[config.mk]
export PLATFORM = sky130hd
export DESIGN_NAME = cx_pipe
export DESIGN_NICKNAME = d
export VERILOG_FILES = /design/src/rtl/ddp_pipe_pkg.sv /design/src/rtl/cx_pipe_c_stage.sv /design/src/rtl/cx_pipe.sv
export SDC_FILE = /design/constraint.sdc
export NUM_CORES = 1
export LEC_CHECK = 0
export CAP_MARGIN = 20
export CORE_UTILIZATION = 53
export CTS_BUF_LIST = sky130_fd_sc_hd__clkbuf_16
export CTS_CLUSTER_DIAMETER = 50
export CTS_CLUSTER_SIZE = 10
export DETAILED_ROUTE_END_ITERATION = 12
export PLACE_DENSITY_LB_ADDON = 0.3
export SLEW_MARGIN = 20
export SYNTH_ARGS = -nofsm -noshare
export SYNTH_HDL_FRONTEND = slang
export SYNTH_SLANG_ARGS = --single-unit
[constraint.sdc]
create_clock -name CLK -period 2.1 [get_ports CLK]
set_clock_uncertainty 0.2 [all_clocks]
set_input_delay 0.42 -clock CLK [delete_from_list [all_inputs] [get_ports CLK]]
set_output_delay 0.42 -clock CLK [all_outputs]
set_load 0.02 [all_outputs]
[src/rtl/ddp_pipe_pkg.sv]
// ddp_pipe_pkg: shared definitions for the clocked CX/C pipeline.
//   cx_state_t : CX stage FSM states (IDLE, ONE, TWO)
//   ACT / IDL  : active-low handshake levels (ACT = asserted)
//   half_swap  : exchange upper and lower halves of a width-bit word
package ddp_pipe_pkg;

  typedef enum logic [1:0] {IDLE, ONE, TWO} cx_state_t;

  localparam logic ACT = 1'b0;
  localparam logic IDL = 1'b1;

  // Widest packet half_swap can handle; callers zero-extend into this width.
  localparam int unsigned MAX_W = 256;

  function automatic logic [MAX_W-1:0] half_swap(input logic [MAX_W-1:0] data,
                                                  input int unsigned       width);
    logic [MAX_W-1:0] res;
    res = '0;
    for (int unsigned i = 0; i < MAX_W; i++) begin
      if (i < width / 2)
        res[i] = data[i + width / 2];
      else if (i < width)
        res[i] = data[i - width / 2];
    end
    return res;
  endfunction

endpackage

[src/rtl/cx_pipe_c_stage.sv]
// c_stage: one-entry pipeline register stage with active-low Send/Ack.
//   clk, rst           : clock, synchronous active-high reset
//   send_prev, din,
//   feb_in, ack_prev   : upstream side (ack_prev driven here)
//   send, dout,
//   feb_out, ack_next  : downstream side (ack_next from the next stage)
//   cp                 : active-high pulse in the cycle this stage captures
module c_stage
  import ddp_pipe_pkg::*;
#(
  parameter int unsigned DATA_W = 16
) (
  input  logic              clk,
  input  logic              rst,
  input  logic              send_prev,
  input  logic [DATA_W-1:0] din,
  input  logic              feb_in,
  output logic              ack_prev,
  output logic              send,
  output logic [DATA_W-1:0] dout,
  output logic              feb_out,
  input  logic              ack_next,
  output logic              cp
);

  logic full;
  logic ready;
  logic capture;

  // Ready when empty, or when the held entry leaves on this same edge.
  assign ready    = !full || (ack_next == ACT);
  assign capture  = (send_prev == ACT) && ready;
  assign ack_prev = ready ? ACT : IDL;
  assign send     = full ? ACT : IDL;
  assign cp       = capture && !rst;

  always_ff @(posedge clk) begin
    if (rst) begin
      full    <= 1'b0;
      dout    <= '0;
      feb_out <= IDL;
    end else if (capture) begin
      full    <= 1'b1;
      dout    <= din;
      feb_out <= feb_in;
    end else if (ack_next == ACT) begin
      full    <= 1'b0;
    end
  end

endmodule

[src/rtl/cx_pipe.sv]
// cx_pipe: copy/exchange front stage (CX) followed by DEPTH-1 one-entry C stages.
//   CLK, MR          : clock, synchronous active-high reset
//   Send_in, Din,
//   cpy, exb, Ack_out: upstream handshake (active-low); cpy=0 duplicates the
//                      packet, exb=0 swaps its halves
//   Send_out, Dout,
//   feb, Ack_in      : downstream handshake (active-low); feb=0 marks the copy
//   CP               : per-stage capture pulse, bit 0 is the CX stage
//   occ              : count of full stages (only with CX_OCC_EN defined)
module cx_pipe
  import ddp_pipe_pkg::*;
#(
  parameter int unsigned DATA_W = 16,
  parameter int unsigned DEPTH  = 4
) (
  input  logic              CLK,
  input  logic              MR,
  input  logic              Send_in,
  input  logic [DATA_W-1:0] Din,
  input  logic              cpy,
  input  logic              exb,
  output logic              Ack_out,
  output logic              Send_out,
  output logic [DATA_W-1:0] Dout,
  output logic              feb,
  input  logic              Ack_in,
  output logic [DEPTH-1:0]  CP
`ifdef CX_OCC_EN
  ,
  output logic [$clog2(DEPTH+1)-1:0] occ
`endif
);

  cx_state_t         state;
  logic [DATA_W-1:0] cx_data;
  logic              cx_feb;
  logic              copy_req;
  logic              cx_ready;
  logic              cx_xfer;
  logic              accept;
  logic [DATA_W-1:0] cx_din;

  // Index 0 is the CX stage; ack_c[i] is the Ack presented to stage i-1.
  logic              send_c [DEPTH];
  logic [DATA_W-1:0] data_c [DEPTH];
  logic              feb_c  [DEPTH];
  logic              ack_c  [1:DEPTH];
  logic [DEPTH-1:0]  cp_v;

  assign send_c[0]    = (state != IDLE) ? ACT : IDL;
  assign data_c[0]    = cx_data;
  assign feb_c[0]     = cx_feb;
  assign ack_c[DEPTH] = Ack_in;

  assign cx_xfer = (send_c[0] == ACT) && (ack_c[1] == ACT);
  assign cx_din  = exb == ACT ? DATA_W'(half_swap(MAX_W'(Din), DATA_W)) : Din;

  // A copying packet in ONE must stay for its second transfer, so it is not
  // ready even when the first instance leaves.
  always_comb begin
    cx_ready = 1'b0;
    case (state)
      IDLE:    cx_ready = 1'b1;
      ONE:     cx_ready = cx_xfer && !copy_req;
      TWO:     cx_ready = cx_xfer;
      default: cx_ready = 1'b0;
    endcase
  end

  assign accept  = !MR && (Send_in == ACT) && cx_ready;
  assign cp_v[0] = accept;

  always_ff @(posedge CLK) begin
    if (MR) begin
      state    <= IDLE;
      cx_data  <= '0;
      cx_feb   <= IDL;
      copy_req <= 1'b0;
    end else begin
      if (accept) begin
        cx_data  <= cx_din;
        copy_req <= (cpy == ACT);
      end
      case (state)
        IDLE: if (accept) state <= ONE;
        ONE: begin
          if (cx_xfer) begin
            if (copy_req) begin
              state  <= TWO;
              cx_feb <= ACT;
            end else begin
              state  <= accept ? ONE : IDLE;
            end
          end
        end
        TWO: begin
          if (cx_xfer) begin
            state  <= accept ? ONE : IDLE;
            cx_feb <= IDL;
          end
        end
        default: state <= IDLE;
      endcase
    end
  end

  for (genvar i = 1; i < DEPTH; i++) begin : g_c
    c_stage #(.DATA_W(DATA_W)) u_c (
      .clk      (CLK),
      .rst      (MR),
      .send_prev(send_c[i-1]),
      .din      (data_c[i-1]),
      .feb_in   (feb_c[i-1]),
      .ack_prev (ack_c[i]),
      .send     (send_c[i]),
      .dout     (data_c[i]),
      .feb_out  (feb_c[i]),
      .ack_next (ack_c[i+1]),
      .cp       (cp_v[i])
    );
  end

  assign Ack_out  = (!MR && cx_ready) ? ACT : IDL;
  assign Send_out = MR ? IDL : send_c[DEPTH-1];
  assign Dout     = MR ? '0 : data_c[DEPTH-1];
  assign feb      = MR ? IDL : feb_c[DEPTH-1];
  assign CP       = MR ? '0 : cp_v;

`ifdef CX_OCC_EN
  localparam int unsigned OCC_W = $clog2(DEPTH + 1);

  logic spawn;
  logic out_xfer;

  // The first transfer of a copied packet adds an entry downstream while the
  // CX stage stays occupied (TWO).
  assign spawn    = cx_xfer && (state == ONE) && copy_req;
  assign out_xfer = (send_c[DEPTH-1] == ACT) && (Ack_in == ACT);

  always_ff @(posedge CLK) begin
    if (MR)
      occ <= '0;
    else
      occ <= occ + OCC_W'(accept) + OCC_W'(spawn) - OCC_W'(out_xfer);
  end
`endif

endmodule

==> After elaboration in Yosys (flattened, before gate mapping) <==
Index checks and enable logic that the tools add are counted.
{ "totals": {"reg_bits": 74, "inputBits": 22, "elab_cells": 72} }
{ "classes": {"eq_ne": 7, "mux": 24, "n_bitwise": 3, "n_reduce_logical": 25} }
{ "ops": {"columns": ["cell", "count"], "rows": [
  ["two-way mux 16 bit", 2],
  ["two-way mux 1 bit", 14],
  ["logical AND 1 bit", 10],
  ["two-way mux 2 bit", 4],
  ["inequality test 2 bit (second input constant)", 4],
  ["nonzero test 2 bit", 4],
  ["case mux 2 bit (3 select lines)", 1],
  ["zero test 1 bit", 5],
  ["two-way mux 4 bit", 1],
  ["AND reduction 4 bit", 1],
  ["logical OR 1 bit", 3],
  ["inverter 1 bit", 3],
  ["case mux 1 bit (3 select lines)", 1],
  ["AND reduction 3 bit", 1],
  ["equality test 2 x 1 -> 1 bit (second input constant)", 1],
  ["equality test 2 bit (second input constant)", 1],
  ["zero test 2 bit", 1],
  ["inequality test 2 x 1 -> 1 bit (second input constant)", 1],
  ["case mux 1 bit (2 select lines)", 1]
]} }

==> Depth between registers and ports, before layout <==
{ "logic_depth": {"ltp_word": 12, "ltp_mapped": 6} }

==> By module <==
A second synthesis with hierarchy kept.
{ "unflattened": {"hier_cells": 361, "area_unflattened_um2": 3666.0} }
{ "modules_own_cells": {"columns": ["mod", "n_inst", "cells_each", "area_per_inst_um2"], "rows": [
  ["c_stage", 3, 79, 807.0],
  ["cx_pipe", 1, 124, 1244.9]
]} }

==> Least setup slack after synthesis <==
No wires, ideal clock.
{ "synth_timing": {"kind": "input to output", "from": "input MR", "to": "output CP[2]", "arrival_time_ps": 1430, "slack_ps": 50, "path_stages": 4, "n_path_buf": 3, "path_cell_list": "buf_4 -> buf_2 -> clkbuf_1 -> nor3_1"} }
{ "synth_via": {"elab_chain_cells": 3} }
{ "synth_lines": {"columns": ["element", "line", "rtl"], "rows": [
  ["start: declaration", "cx_pipe.sv:17", "input logic MR,"],
  ["zero test 1 bit", "cx_pipe_c_stage.sv:35", "assign cp = capture && !rst;"],
  ["logical AND 1 bit", "cx_pipe_c_stage.sv:35", null],
  ["two-way mux 4 bit (*)", "cx_pipe.sv:127", "assign CP = MR ? '0 : cp_v;"],
  ["end: declaration", "cx_pipe.sv:27", "output logic [DEPTH-1:0] CP"]
]} }
Mark *: on every way between the ends. The rest lies on a longest branch, timed or not.

==> Final worst setup path <==
{ "layout_timing": {"from": "input Ack_in", "to": "output CP[1]"} }
{ "layout_via": {"elab_chain_cells": 7} }
{ "layout_lines": {"columns": ["element", "line", "rtl"], "rows": [
  ["start: declaration", "cx_pipe.sv:26", "input logic Ack_in,"],
  ["inverter 1 bit", null, null],
  ["logical OR 1 bit (3 in series)", "cx_pipe_c_stage.sv:31", "assign ready = !full || (ack_next == ACT);"],
  ["logical AND 1 bit", "cx_pipe_c_stage.sv:32", "assign capture = (send_prev == ACT) && ready;"],
  ["logical AND 1 bit", "cx_pipe_c_stage.sv:35", null],
  ["two-way mux 4 bit", "cx_pipe.sv:127", null]
]} }
No other way between the ends.

==> impl_results.md <==
- Ant. Diodes: 0
- Aggregate global routing overflow: 0
- Syn Std Cell Area: slightly above 0.003 mm2
- I/O pins: 45
- Total power: roughly 3200 uW
- Final nets: 414
- DR vias: 2520
- Worst path required time: 1.48 ns
- Chip Width: 78.1 um
- First-pass GRT wire length: between 10000 and 15000 um
- Leak: 0.00174 uW
- Mean Syn Cell Area: 9.46 um2
- Largest net degree at the start of global routing: 54
- Top_reg_cell synth: dfxtp_1
- Initial antenna violation count: 0
- Max VDD drop: just over 0.5 mV
- EDFF count, synth: 0
- Starting Density: 0.553
- Max-cap check violation count: 0
- P per Cell Area: approximately 800 mW/mm2
- GRT Total Usage: 0.232
- Grt met3 use: 0.0384
- F_max: 494 MHz
- Syn Nets: 346
- Grt met2 use: 0.375
- Multi-input gate area: 0.00140 mm2
- Max Slew Vio Count: 0
- Crit path kind: input port to output port
- Fin crit period: 2.02 ns
- Clock-pin slew on the worst setup and hold paths: 0.06 ns
- Gpl congestion: 0.747
- Die height: 78.1 um
- Final setup fails: 0
- Worst skew pair latency: 0.33 ns
- Relative slew slack: 0.684
- CP startpoint kind: input port
- Area leader, netlist: dfxtp_1
- DRT iter0 DRCs: 140
- Final WS setup: 0.0759 ns
- Hold_ws: 0.265 ns
- Total core area: ~0.0055 mm2
- DR DRC count: 0
- Worst-Margin Slew: between 0.4 and 0.5 ns
- Final Cell Area: between 0.004 and 0.005 mm2
- Post-CTS Setup Inserts: 0
- H-Tree Depth: 3
- Hold Buf Count CTS: 0
- Yosys reg bits: 74
- Synthesis-to-layout area growth: 31.0%
- Number of global-route vias before repair: 2352
- Longest Clk Path Bufs: 2
- CTS Root Cell: clkbuf_16
- Worst Path Max Fanout: 5
- Final Cycle Share: 0.964
- Hold Fails Final Rpt: 0
- First-pass DRT Iterations: 4
- Synth unique cells: 34
- Ranking of synthesized cells by area: dfxtp_1 (48%), mux2i_1 (11%), a21oi_1 (6.4%)
- TritonCTS buffer count: 9
- DRT antenna net count: 0
- Clk sink count: 74
- Top cells by count, synth: dfxtp_1 (74), a21oi_1 (39), o21ai_0 (35)
- Layout fillers: 446
- FFs w/ async S/R, synth: 0
- Die area: approximately 0.0061 mm2
- Worst EP arrival: 1.40 ns
- GRT Max-Usage Layer: met2
- Share of cells above drive strength 1: 0.186
- Synth Warn #: 0
- Synth top area share: 0.483
- Setup Slack @ Placement: -0.554 ns
- Sequential share of the synthesized area: 0.483
- HPWL Detailed: 4230 um
- GR Util met1: 0.296
- DP Area: 0.00374 mm2
- Drt wl/cell: approximately 14 um
- Register area: 0.00148 mm2
- Input/output buffers: 44
- Min-Delay Path Class: flip-flop to flip-flop
- Post-synthesis cell count: 324
- Wirelength, routed: 6410 um
- Vias per inst: 5.37
- CP Capture Type: output port
- Site Rows: 27
- Most frequent cell after synthesis: dfxtp_1
- Outcome: completed
- CTS tree: yes
-- metal layers --
metal / wire length, um / vias up
li1: - / 1296
met1: 2980 / 1156
met2: 3100 / 59
met3: 211 / 9
met4: 129 / 0
met5: 0 / -
-- flip-flops by register name (all words and copies together) (netlist names) --
name / flops
copy_req: 1
cx_data: 16
cx_feb: 1
g_c.u_c.dout: 48
g_c.u_c.feb_out: 3
g_c.u_c.full: 3
state: 2
-- path summary, 6_finish.rpt --
path                                    startpoint                 end  slack, ns  cells past startpoint
worst max-delay path                        Ack_in               CP[1]       0.08                      4
worst min-delay path            g_c[1].u_c.dout[8]  g_c[2].u_c.dout[8]       0.27                      2
worst max register to register     g_c[3].u_c.full         cx_data[12]       0.46                      5
worst min register to register  g_c[1].u_c.dout[8]  g_c[2].u_c.dout[8]       0.27                      2
-- placed cells by master (no fill, tap or decap), drive strengths merged, types with 2 or more instances in the layout --
master and n:
clkdlybuf4s50 19, buf 48, mux2i 33, nand2b 18, inv 5, nand4 2
nor2 4, o22a 16, o21ai 36, nor3 3, dlymetal6s2s 2, dlygate4sd2 17
clkbuf 9, nor2b 16, or2 2, dfxtp 74, a21oi 39, clkinv 5
nand3 34
-- layout make-up --
type | count | area share
Sequential cell | 74 | 0.369
Multi-Input combinational cell | 215 | 0.349
Inverter | 5 | 0.00467
Tap cell | 72 | 0.0224
Clock buffer | 9 | 0.0561
Clock inverter | 7 | 0.0175
Timing Repair Buffer | 87 | 0.181
-- timing repair --
action,in CTS,in global routing
setup endpoints to repair,21,4
resized for setup,40,5
pin swaps,1,1
-- report_power, final --
part           total [uW]  internal, uW  switching (uW)
clock network        1490           916             572
registers            1480          1450            24.2
logic                 247           127             120
total                3210          2500             717
-- cells by family after synthesis --
logic type	after synthesis	synth area share
and+or+nand+nor	84	0.159
muxes	33	0.108
DFF	74	0.483
buffers and inverters	35	0.0612
AOI/OAI and AO/OA	98	0.189
-- critical path: stages --
cell and delay (ns):
dlygate4sd2_1 0.26, and4_2 0.27, nor3_1 0.17, clkdlybuf4s15_2 0.28
-- stage by stage --
stage               instances  setup TNS, ns  utilization
floorplan                 324              0            -
global placement          453          -3.37        0.676
detailed placement        453          -3.63        0.676
CTS                       469              0        0.726
global route              469       -0.00200        0.725
finish                    469              0        0.725
No activity file was read; power rests on OpenSTA's default activity.
